$ cat src/rtl/bsg_adder_chunked_serial_if.sv
// Handshake bundle for the chunked serial adder: an operand pair in over
// valid/ready and a result out over valid/yumi.
interface bsg_adder_chunked_serial_if #(
    parameter int width_p = 32
);
    logic               v_i;
    logic [width_p-1:0] a_i;
    logic [width_p-1:0] b_i;
    logic               sub_i;
    logic               ready_o;
    logic               v_o;
    logic [width_p-1:0] sum_o;
    logic               c_o;
    logic               ovf_o;
    logic               yumi_i;

    // Adder side
    modport slave (
        input  v_i, a_i, b_i, sub_i, yumi_i,
        output ready_o, v_o, sum_o, c_o, ovf_o
    );

    // Producer/consumer side
    modport master (
        output v_i, a_i, b_i, sub_i, yumi_i,
        input  ready_o, v_o, sum_o, c_o, ovf_o
    );
endinterface

$ cat src/rtl/bsg_adder_chunked_serial.sv
// Multi-cycle adder/subtractor: ripples a registered carry across
// width_p/chunk_p slices, one slice per cycle, then holds the result
// until the consumer takes it.
module bsg_adder_chunked_serial #(
    parameter int width_p = 32,
    parameter int chunk_p = 8
) (
    input  logic                        clk_i,
    input  logic                        reset_n_i,
    bsg_adder_chunked_serial_if.slave   io
);
    localparam int chunks_lp    = width_p / chunk_p;
    localparam int cnt_width_lp = (chunks_lp > 1) ? $clog2(chunks_lp) : 1;

    if (chunk_p < 1) begin : g_bad_chunk
        $error("bsg_adder_chunked_serial: chunk_p must be >= 1");
    end else if ((width_p % chunk_p) != 0) begin : g_bad_width
        $error("bsg_adder_chunked_serial: width_p must be a multiple of chunk_p");
    end

    typedef enum logic [1:0] {IDLE, BUSY, DONE} state_e;

    state_e                  state_r;
    logic [width_p-1:0]      a_r;
    logic [width_p-1:0]      b_r;
    logic [width_p-1:0]      sum_r;
    logic [cnt_width_lp-1:0] count_r;
    logic                    carry_r;
    logic                    c_r;
    logic                    ovf_r;
    logic                    sign_a_r;
    logic                    sign_b_r;

    logic [chunk_p-1:0]      a_slice;
    logic [chunk_p-1:0]      b_slice;
    logic [chunk_p:0]        slice_sum;

    // Current slice of both operands and their sum with the running carry
    always_comb begin
        a_slice   = a_r[int'(count_r)*chunk_p +: chunk_p];
        b_slice   = b_r[int'(count_r)*chunk_p +: chunk_p];
        slice_sum = {1'b0, a_slice} + {1'b0, b_slice} + {{chunk_p{1'b0}}, carry_r};
    end

    // Control FSM and datapath registers; reset discards any partial result
    always_ff @(posedge clk_i) begin
        if (!reset_n_i) begin
            state_r  <= IDLE;
            count_r  <= '0;
            carry_r  <= 1'b0;
            sum_r    <= '0;
            c_r      <= 1'b0;
            ovf_r    <= 1'b0;
            a_r      <= '0;
            b_r      <= '0;
            sign_a_r <= 1'b0;
            sign_b_r <= 1'b0;
        end else begin
            case (state_r)
                IDLE: begin
                    if (io.v_i) begin
                        a_r      <= io.a_i;
                        b_r      <= io.sub_i ? ~io.b_i : io.b_i;
                        carry_r  <= io.sub_i;
                        count_r  <= '0;
                        sign_a_r <= io.a_i[width_p-1];
                        sign_b_r <= io.sub_i ? ~io.b_i[width_p-1] : io.b_i[width_p-1];
                        state_r  <= BUSY;
                    end
                end
                BUSY: begin
                    sum_r[int'(count_r)*chunk_p +: chunk_p] <= slice_sum[chunk_p-1:0];
                    carry_r <= slice_sum[chunk_p];
                    if (count_r == cnt_width_lp'(chunks_lp - 1)) begin
                        c_r     <= slice_sum[chunk_p];
                        ovf_r   <= (sign_a_r == sign_b_r) &&
                                   (slice_sum[chunk_p-1] != sign_a_r);
                        state_r <= DONE;
                    end else begin
                        count_r <= count_r + 1'b1;
                    end
                end
                DONE: begin
                    if (io.yumi_i) begin
                        state_r <= IDLE;
                    end
                end
                default: state_r <= IDLE;
            endcase
        end
    end

    assign io.ready_o = (state_r == IDLE);
    assign io.v_o     = (state_r == DONE);
    assign io.sum_o   = sum_r;
    assign io.c_o     = c_r;
    assign io.ovf_o   = ovf_r;

    // Consumer must only take a result that is actually presented
    yumi_only_when_valid: assert property (
        @(posedge clk_i) disable iff (!reset_n_i) io.yumi_i |-> io.v_o
    );
endmodule

$ cat src/flat_wrapper.sv
// flat-port wrapper written by rule: the top's interface ports become plain ports
module bsg_adder_chunked_serial_flat 
#(
    parameter int width_p = 32,
    parameter int chunk_p = 8
)
  (clk_i, reset_n_i, io_v_i, io_a_i, io_b_i, io_sub_i, io_yumi_i, io_ready_o, io_v_o, io_sum_o, io_c_o, io_ovf_o);
  bsg_adder_chunked_serial_if #(.width_p(width_p)) io_i ();
  input  logic clk_i;
  input  logic reset_n_i;
  input wire logic [$bits(io_i.v_i)-1:0] io_v_i;
  input wire logic [$bits(io_i.a_i)-1:0] io_a_i;
  input wire logic [$bits(io_i.b_i)-1:0] io_b_i;
  input wire logic [$bits(io_i.sub_i)-1:0] io_sub_i;
  input wire logic [$bits(io_i.yumi_i)-1:0] io_yumi_i;
  output wire logic [$bits(io_i.ready_o)-1:0] io_ready_o;
  output wire logic [$bits(io_i.v_o)-1:0] io_v_o;
  output wire logic [$bits(io_i.sum_o)-1:0] io_sum_o;
  output wire logic [$bits(io_i.c_o)-1:0] io_c_o;
  output wire logic [$bits(io_i.ovf_o)-1:0] io_ovf_o;
  assign io_i.v_i = io_v_i;
  assign io_i.a_i = io_a_i;
  assign io_i.b_i = io_b_i;
  assign io_i.sub_i = io_sub_i;
  assign io_i.yumi_i = io_yumi_i;
  assign io_ready_o = io_i.ready_o;
  assign io_v_o = io_i.v_o;
  assign io_sum_o = io_i.sum_o;
  assign io_c_o = io_i.c_o;
  assign io_ovf_o = io_i.ovf_o;
  bsg_adder_chunked_serial #(.width_p(width_p), .chunk_p(chunk_p)) u_core (.clk_i(clk_i), .reset_n_i(reset_n_i), .io(io_i));
endmodule
$ cat config.mk
export PLATFORM = sky130hd
export DESIGN_NAME = bsg_adder_chunked_serial_flat
export DESIGN_NICKNAME = d
export VERILOG_FILES = /design/src/rtl/bsg_adder_chunked_serial_if.sv /design/src/rtl/bsg_adder_chunked_serial.sv /design/src/flat_wrapper.sv
export SDC_FILE = /design/constraint.sdc
export NUM_CORES = 1
export LEC_CHECK = 0
export BUFFER_PORTS_ARGS = -buffer_cell sky130_fd_sc_hd__buf_2
export CAP_MARGIN = 0
export CORE_AREA = 5 5 148 150
export CTS_CLUSTER_DIAMETER = 40
export DETAILED_ROUTE_END_ITERATION = 10
export DIE_AREA = 0 0 153 155
export HOLD_SLACK_MARGIN = 0.06
export SKIP_LAST_GASP = 1
export SLEW_MARGIN = 20
export SYNTH_ARGS = -nofsm -noshare
export SYNTH_HDL_FRONTEND = slang
export SYNTH_SLANG_ARGS = --single-unit
$ cat constraint.sdc
create_clock -name clk_i -period 2.9 [get_ports clk_i]
set_input_delay 0.29 -clock clk_i [delete_from_list [all_inputs] [get_ports clk_i]]
set_output_delay 0.29 -clock clk_i [all_outputs]
set_load 0.1 [all_outputs]
### After elaboration in Yosys (flattened, before gate mapping)

Cells that the tools add are included.
W data, S select, Z words.

| storage, ports and cells | value |
|---|---|
| bits in latches | 0 |
| flip-flop bits (word level) | 105 |
| bits of input ports | 69 |
| output and inout bits | 36 |
| memory bits (writable) | 0 |
| memory bits (read-only) | 0 |
| memories | 0 |

| operators by class | value |
|---|---|
| divide/modulo/power cells | 0 |
| add/sub/neg operators | 4 |
| reduce and logical (&&, ||, !) cells | 8 |
| order comparisons | 0 |
| bitwise logic cells | 2 |
| multiplexer cells | 12 |
| equal/unequal tests | 9 |
| shifts and indexed selects | 4 |
| multiply operators | 0 |

Operators by type and width:

| cell | number |
|---|---|
| $shiftx A32 B6 Y8 | 2 |
| $neg A5 Y33 | 1 |
| $shift A8 B33 Y32 const A | 1 |
| $shiftx A8 B33 Y32 | 1 |
| $bwmux W32 | 1 |
| $mux W32 | 1 |
| $not A32 Y32 | 1 |
| $mux W2 | 5 |
| $add A8 B8 Y9 | 1 |
| $add A9 B1 Y9 | 1 |
| $ne A2 B2 Y1 const B | 3 |
| $pmux W2 S3 | 1 |
| $reduce_and A2 Y1 | 3 |
| $reduce_and A3 Y1 | 2 |
| $eq A2 B2 Y1 const B | 2 |
| $pmux W2 S2 | 1 |
| $add A2 B1 Y2 const B | 1 |
| $eq A2 B1 Y1 const B | 1 |
| $logic_not A2 Y1 | 1 |
| $mux W1 | 2 |
| $ne A2 B1 Y1 const B | 1 |
| $pmux W1 S2 | 1 |
| $reduce_bool A2 Y1 | 1 |
| $eq A1 B1 Y1 | 1 |
| other kinds (3) | 3 |

### Depth between registers and ports, before layout

Gate-level depths: netlist (run 1).

| logic depth | value |
|---|---|
| word-level depth | 5 |
| depth in mapped cells | 11 |

### Worst setup path before layout (run 1)

Ideal clock, no wire load.

| timing | value |
|---|---|
| path type | flip-flop to flip-flop |
| from | reg u_core.count_r[1] |
| to | reg u_core.sum_r[6], in the netlist u_core.io.sum_o[6] |
| path buffers | 2 |
| path slack | -0.035 ns |
| cell stages (with the launch flop) | 12 |
| required time | 2.785 ns |
| arrival time | 2.820 ns |
| clock period less this slack | 2.935 ns |
| cells stage by stage | dfxtp_1 -> buf_2 -> buf_1 -> mux4_2 -> fa_1 -> inv_1 -> fa_1 -> nand2b_1 -> a2111oi_0 -> a311oi_2 -> o21ai_0 -> and2_1 |

| on the way | value |
|---|---|
| word-level cells in the longest chain between the ends | 5 |
| elaborated cells on any way between the ends | 8 |

Ends and longest elaborated chain:

| item | line | text |
|---|---|---|
| start, declared | bsg_adder_chunked_serial.sv:27 | `logic [cnt_width_lp-1:0] count_r;` |
| start signal, assigned | bsg_adder_chunked_serial.sv:80 | `count_r <= count_r + 1'b1;` |
| $shiftx A32 B6 Y8 (on tied branches) | bsg_adder_chunked_serial.sv:40, bsg_adder_chunked_serial.sv:41 |  |
| $add A8 B8 Y9 | bsg_adder_chunked_serial.sv:42 | `slice_sum = {1'b0, a_slice} + {1'b0, b_slice} + {{chunk_p{1'b0}}, carry_r};` |
| $add A9 B1 Y9 | bsg_adder_chunked_serial.sv:42 |  |
| $shiftx A8 B33 Y32 | bsg_adder_chunked_serial.sv:72 | `sum_r[int'(count_r)*chunk_p +: chunk_p] <= slice_sum[chunk_p-1:0];` |
| $bwmux W32 (*) | bsg_adder_chunked_serial.sv:72 |  |
| end signal, assigned by index | bsg_adder_chunked_serial.sv:72 |  |
| end, declared | bsg_adder_chunked_serial.sv:26 | `logic [width_p-1:0] sum_r;` |

Mark *: on every way between the ends. The rest lies on a longest branch, timed or not.
A chain may end at the register's enable or synchronous reset.

### Worst setup path in the final report (run 1)

Ends and elaborated chain as after synthesis.

==> flow_summary.toml, run 1 <==
[route]
first_pass_iters = 4
vias = 3984
drcViolationCount = 0
antenna_left = 0
via_per_inst = 4.47
first_iter_violations = 231
drt_wl_total_um = 13600
wire_per_inst_um = 15.3

[timing]
hold_viol_final = 0
rsz0062_at_grt = "true"
min_period_ps = 2740
tightest_slew_ps = 886
clock_skew_ps = 10.2
fin_tns_setup_ps = 0
fin_crit_sh = 0.943
maxSlewViolCount = 0
hold_ws_ps = 187
fmax_mhz = 365
fin_ws_ps = 164
setup_viol = 0
slew_headroom = 0.409

[synthesis]
ys_seq_area_frac = 0.413
syn_nets = 605
synth_edf_count = 0
syn_inst = 521
synthDistinctLibCells = 47
async_flop_share = 0
synthFlopType = "dfxtp_1"
syn_area_um2 = 5000
syn_avg_cell_area_um2 = 9.59
synth_warnings = 0
synth_seq_cells = 103

[clocking]
htreeDepth = 3
cts_tree = "built"
path_clk_slew_ps = 80
cts_sinks = 103
clockBufferDepth = 2
cts_buffers = 9
clk_latency_ps = 350
cts_root_buf = "clkbuf_16"

[status]
status = "completed"

[setup_path]
crit_family = "compound AO/OA/AOI/OAI gates"
path_cells = "buf_4, buf_4, mux4_2, inv_1, fa_1, nand2b_1, a21o_1, a311oi_4, o21ai_0, and2_1"
critPathMaxFanout = 12
cpMostUsedCell = "buf_4"
r2r_slack_ps = 160
slowest_stage = "fa_1"
path_buf_inv = 3
cp_data_required_time_ps = 3150
path_class = "reg -> reg"
slowest_delay_ps = 410
cp-start-kind = "flop"
crit_path_end_kind = "flop"
worst_ep_arrival_time_ps = 2980

[die]
row_count = 53
die_w_um = 153
io_pins = 105
die-area_um2 = 23700
core_um2 = 20600
initial_utilization = 0.243
die_h_um = 155

[cells_and_area]
fillers = 2234
n_antenna_cell = 0
syn2layout_area_growth_pct = 23.5
final-instance-count-excl-fill = 892
layout.nets = 696
final_cell_area_um2 = 6170
drive_above_1_share = 0.267

[global_route]
grt_pass1_vias = 3941
overflow = 0
grt_pass1_wl_um = 21400
grt_util_met3 = 0.0250
grtUsageTotal = 0.114
met1_usage = 0.160
antenna_found_initial = 0
grt_util_met2 = 0.178
grt_max_degree = 57
grt.busiest_layer = "met2"

[hold_path]
min_path_type = "in -> reg"

[run]
drv_cap = 0

[placement]
gp_congestion = 0.783
io_buffer_count = 104
dp_cells = 876
detailedPlacementHpwl_um = 10300
dp_slack_ps = 115
place_area_um2 = 5810

[power_and_ir_drop]
switching_share = 0.285
internal_power_w = 0.00253
peakVddDrop_mv = 0.258
powerDensity_nw_per_um2 = 574
p_clk_frac = 0.382
p_comb_frac = 0.182
power_frac_seq = 0.436
power.net_switching_w = 0.00101
leakagePower_nw = 2.72
==> layout by cell type (no fill, tap or decap), types with 3 or more instances in the layout <==
cell type and n:
nand2_1 113, a21boi_0 33, xnor2_1 35, inv_1 7
and2_1 12, nor3_2 3, buf_2 104, dfxtp_1 102
nand2b_1 6, a21oi_1 6, a32oi_1 4, nor2b_1 25
nand2_4 3, ha_1 12, a22oi_1 18, o21ai_1 9
nor2_1 11, buf_4 7, mux4_2 16, o211a_1 32
a21o_1 3, o21ai_0 8, clkbuf_16 9
==> synth_stat cells (3+ instances only) <==
| library cell | count | area [um^2] |
|---|---|---|
| mux4_2 | 16 | 360 |
| buf_2 | 14 | 70.1 |
| nand2_1 | 113 | 424 |
| inv_1 | 7 | 26.3 |
| a21boi_0 | 33 | 248 |
| o21ai_1 | 9 | 45.0 |
| and2_1 | 13 | 81.3 |
| a21o_1 | 3 | 22.5 |
| nand2b_1 | 6 | 37.5 |
| nor2b_1 | 25 | 156 |
| o211a_1 | 32 | 320 |
| o21ai_0 | 8 | 40.0 |
| nor2_1 | 11 | 41.3 |
| clkbuf_1 | 17 | 63.8 |
| a22oi_1 | 18 | 135 |
| dfxtp_1 | 103 | 2060 |
| ha_1 | 13 | 163 |
| a32oi_1 | 4 | 35.0 |
| nand2_4 | 3 | 33.8 |
| xnor2_1 | 35 | 307 |
| a21oi_1 | 6 | 30.0 |
| nor3_2 | 3 | 30.0 |
==> flip-flops by register name (all words and copies together), names as in the netlist <==
signal	count
u_core.io.sum_o	32
u_core.carry_r	1
u_core.a_r	32
u_core.io.c_o	1
u_core.io.ovf_o	1
u_core.state_r	2
u_core.b_r	32
u_core.count_r	2
==> through the flow <==
| step | power, W | utilization |
|---|---|---|
| 6_report | 0.00354 | 0.300 |
| 5_1_grt | 0.00371 | 0.300 |
| 4_1_cts | 0.00358 | 0.299 |
| 3_5_place_dp | 0.00222 | 0.282 |
| 3_3_place_gp | 0.00221 | 0.282 |
| 2_1_floorplan | 0.00201 | - |
==> area by class of cell <==
class,count,area [um^2],share of cell area
Timing Repair Buffer,114,624,0.101
Multi-Input combinational cell,377,2770,0.449
Tap cell,275,344,0.0558
Inverter,7,26.3,0.00426
Clock buffer,9,225,0.0365
Clock inverter,7,113,0.0183
Sequential cell,103,2060,0.334
==> layer usage <==
metal	wire [um]	share of wire	vias to the layer above
met5	0	0	-
met4	171	0.013	0
met3	673	0.049	12
met2	6230	0.46	102
met1	6550	0.48	1873
li1	-	-	1997
==> worst reg2reg max path, delay by kind of cell (launching register included) <==
kind,cells,cell delay [ps]
compound gates,3,740
buf+inv,3,520
fa+ha+maj,1,410
simple gates,2,380
flops,1,360
mux,1,240
==> power by group through the flow <==
stage	registers [W]	logic, W	clock network, W
after floorplan	0.00161	0.000407	0
after global placement	0.00158	0.000634	0
after detailed placement	0.00158	0.000638	0
after CTS	0.00155	0.000640	0.00139
after global routing	0.00155	0.000707	0.00144
final	0.00155	0.000644	0.00135
==> path summary, 6_finish.rpt <==
check / start / endpoint / cells past startpoint
worst min-delay path: io_a_i[29] / u_core.a_r[29] / 3
worst min register to register: u_core.a_r[5] / u_core.a_r[5] / 2
worst max register to register: u_core.count_r[1] / u_core.io.sum_o[6] / 10
worst max-delay path: u_core.count_r[1] / u_core.io.sum_o[6] / 10
==> repair_timing <==
action                     CTS  global route
gates resized for setup      0             6
setup endpoints to repair    0             4
buffers inserted             0             0
hold buffers                 0             0
==> logic make-up after synthesis <==
family / share of synthesized area
simple gates: 0.180
compound gates: 0.194
fa+ha+maj: 0.0406
buf+inv: 0.0366
mux: 0.0749
flops: 0.413
xor+xnor: 0.0614
Note: power is estimated with default switching activity, not from simulation.
==> run 2: changes to the inputs <==
--- a/config.mk
+++ b/config.mk
@@ -7,11 +7,12 @@
 export LEC_CHECK = 0
 export BUFFER_PORTS_ARGS = -buffer_cell sky130_fd_sc_hd__buf_2
 export CAP_MARGIN = 0
-export CORE_AREA = 5 5 148 150
+export CORE_AREA = 5 5 102 104
 export CTS_CLUSTER_DIAMETER = 40
 export DETAILED_ROUTE_END_ITERATION = 10
-export DIE_AREA = 0 0 153 155
+export DIE_AREA = 0 0 107 109
 export HOLD_SLACK_MARGIN = 0.06
+export PLACE_DENSITY = 0.79
 export SKIP_LAST_GASP = 1
 export SLEW_MARGIN = 20
 export SYNTH_ARGS = -nofsm -noshare
==> constraint.sdc (replaced) <==
create_clock -name clk_i -period 2.61 [get_ports clk_i]
set_input_delay 0.261 -clock clk_i [delete_from_list [all_inputs] [get_ports clk_i]]
set_output_delay 0.261 -clock clk_i [all_outputs]
set_load 0.1 [all_outputs]
==> flow_summary.toml, run 2 (synthesized netlist as in run 1, its figures left out) <==
[setup_path]
crit_family = "multiplexers"
r2r_slack_ps = 60
reg2regPathDepth = 8
cp-start-kind = "flop"
path_class = "reg -> reg"
cp_data_required_time_ps = 2900
path_buf_inv = 1
slowest_stage = "mux4_2"
path_cells = "buf_6, mux4_2, ha_4, o211ai_1, o21ai_2, mux2i_4, a21oi_1, nor3_1"
worst_ep_arrival_time_ps = 2840
critPathMaxFanout = 6
slowest_delay_ps = 540
crit_path_end_kind = "flop"
crit_cells = 8

[global_route]
grt_pass1_wl_um = 19000
grt_pass1_vias = 3977
grtUsageTotal = 0.203
antenna_found_initial = 0
grt_max_degree = 67
overflow = 0

[clocking]
clockBufferDepth = 2
cts_buffers = 9
clk_latency_ps = 370
cts_sinks = 103
cts_tree = "built"
htreeDepth = 3
path_clk_slew_ps = 100
cts_root_buf = "clkbuf_8"

[power_and_ir_drop]
peakVddDrop_mv = 0.399
powerDensity_nw_per_um2 = 573
leakagePower_nw = 2.72

[timing]
fin_ws_ps = 58.7
fin_crit_sh = 0.978
slew_headroom = 0.413
clock_skew_ps = 12.9
setup_viol = 0
fmax_mhz = 392
hold_viol_final = 0
tightest_slew_ps = 880
min_period_ps = 2550
maxSlewViolCount = 0

[placement]
io_buffer_count = 104
gp_congestion = 0.844
detailedPlacementHpwl_um = 9020
dp_slack_ps = -31.3
place_area_um2 = 5660

[route]
drt_wl_total_um = 12000
via_per_inst = 5.47
first_iter_violations = 229
first_pass_iters = 4
vias = 4060
drcViolationCount = 0
wire_per_inst_um = 16.2
antenna_left = 0

[run]
drv_cap = 0

[die]
die_h_um = 109
row_count = 36
initial_utilization = 0.528
io_pins = 105
core_um2 = 9460
die-area_um2 = 11700
die_w_um = 107

[hold_path]
min_path_type = "in -> reg"
holdPathStages = 3

[cells_and_area]
fillers = 788
layout_common_cells = "113 x nand2_1, 104 x buf_2, 101 x dfxtp_1"
layout.nets = 707
final_cell_area_um2 = 6030
syn2layout_area_growth_pct = 20.7
drive_above_1_share = 0.296
n_antenna_cell = 0
mostFrequentLayoutCell = "nand2_1"

[status]
status = "completed"
## run 2: final cells by class
class,instances,area [um^2],share of cell area
clock buffers,12,155,0.0257
clock inverters,4,35.0,0.00581
inverters,7,26.3,0.00436
multi-input cells,377,2870,0.476
flip-flops and latches,103,2070,0.343
well taps,114,143,0.0237
repair buffers,125,732,0.121
## run 2: worst paths after layout
kind / startpoint / to
worst max-delay path: u_core.count_r[0] / u_core.io.ovf_o
worst min-delay path: io_a_i[18] / u_core.a_r[18]
worst max register to register: u_core.count_r[0] / u_core.io.ovf_o
worst min register to register: u_core.a_r[1] / u_core.a_r[1]
## run 2: metrics by stage
stage                      util  instances  hold slack, ps  total power (W)  setup TNS (ps)
after global placement    0.598        721             453          0.00243               0
after global routing      0.637        742             127          0.00362            -368
final                     0.637        742             125          0.00346               0
after detailed placement  0.598        721             461          0.00245           -39.1
after floorplan               -        521             406          0.00224               0
after CTS                 0.620        737             125          0.00341               0
## run 2: repair_timing
item | 4_1_cts | 5_1_grt
buffers inserted | 0 | 4
hold buffers | 0 | 0
pin swaps | 0 | 5
gates cloned | 0 | 1
resized for setup | 4 | 19
setup endpoints to repair | 4 | 19
## run 2: metal layers
metal	share of wire	global-route usage	wire, um	vias up
li1	-	-	-	2017
met1	0.43	0.254	5180	1893
met2	0.49	0.351	5870	122
met3	0.056	0.0444	672	28
met4	0.026	0.0685	314	0
met5	0	0	0	-
## run 2: worst reg2reg max path, delay by kind of cell, from the launching register on
kind | cells | cell delay (ps)
simple gates | 1 | 230
mux | 2 | 900
flops | 1 | 410
fa+ha+maj | 1 | 310
compound gates | 3 | 500
buf+inv | 1 | 130
## run 2: where the power goes
| part | total [W] | internal [W] | switching, W |
|---|---|---|---|
| sequential | 0.00173 | 0.00166 | 0.0000672 |
| clock | 0.000966 | 0.000414 | 0.000553 |
| combinational | 0.000763 | 0.000338 | 0.000425 |
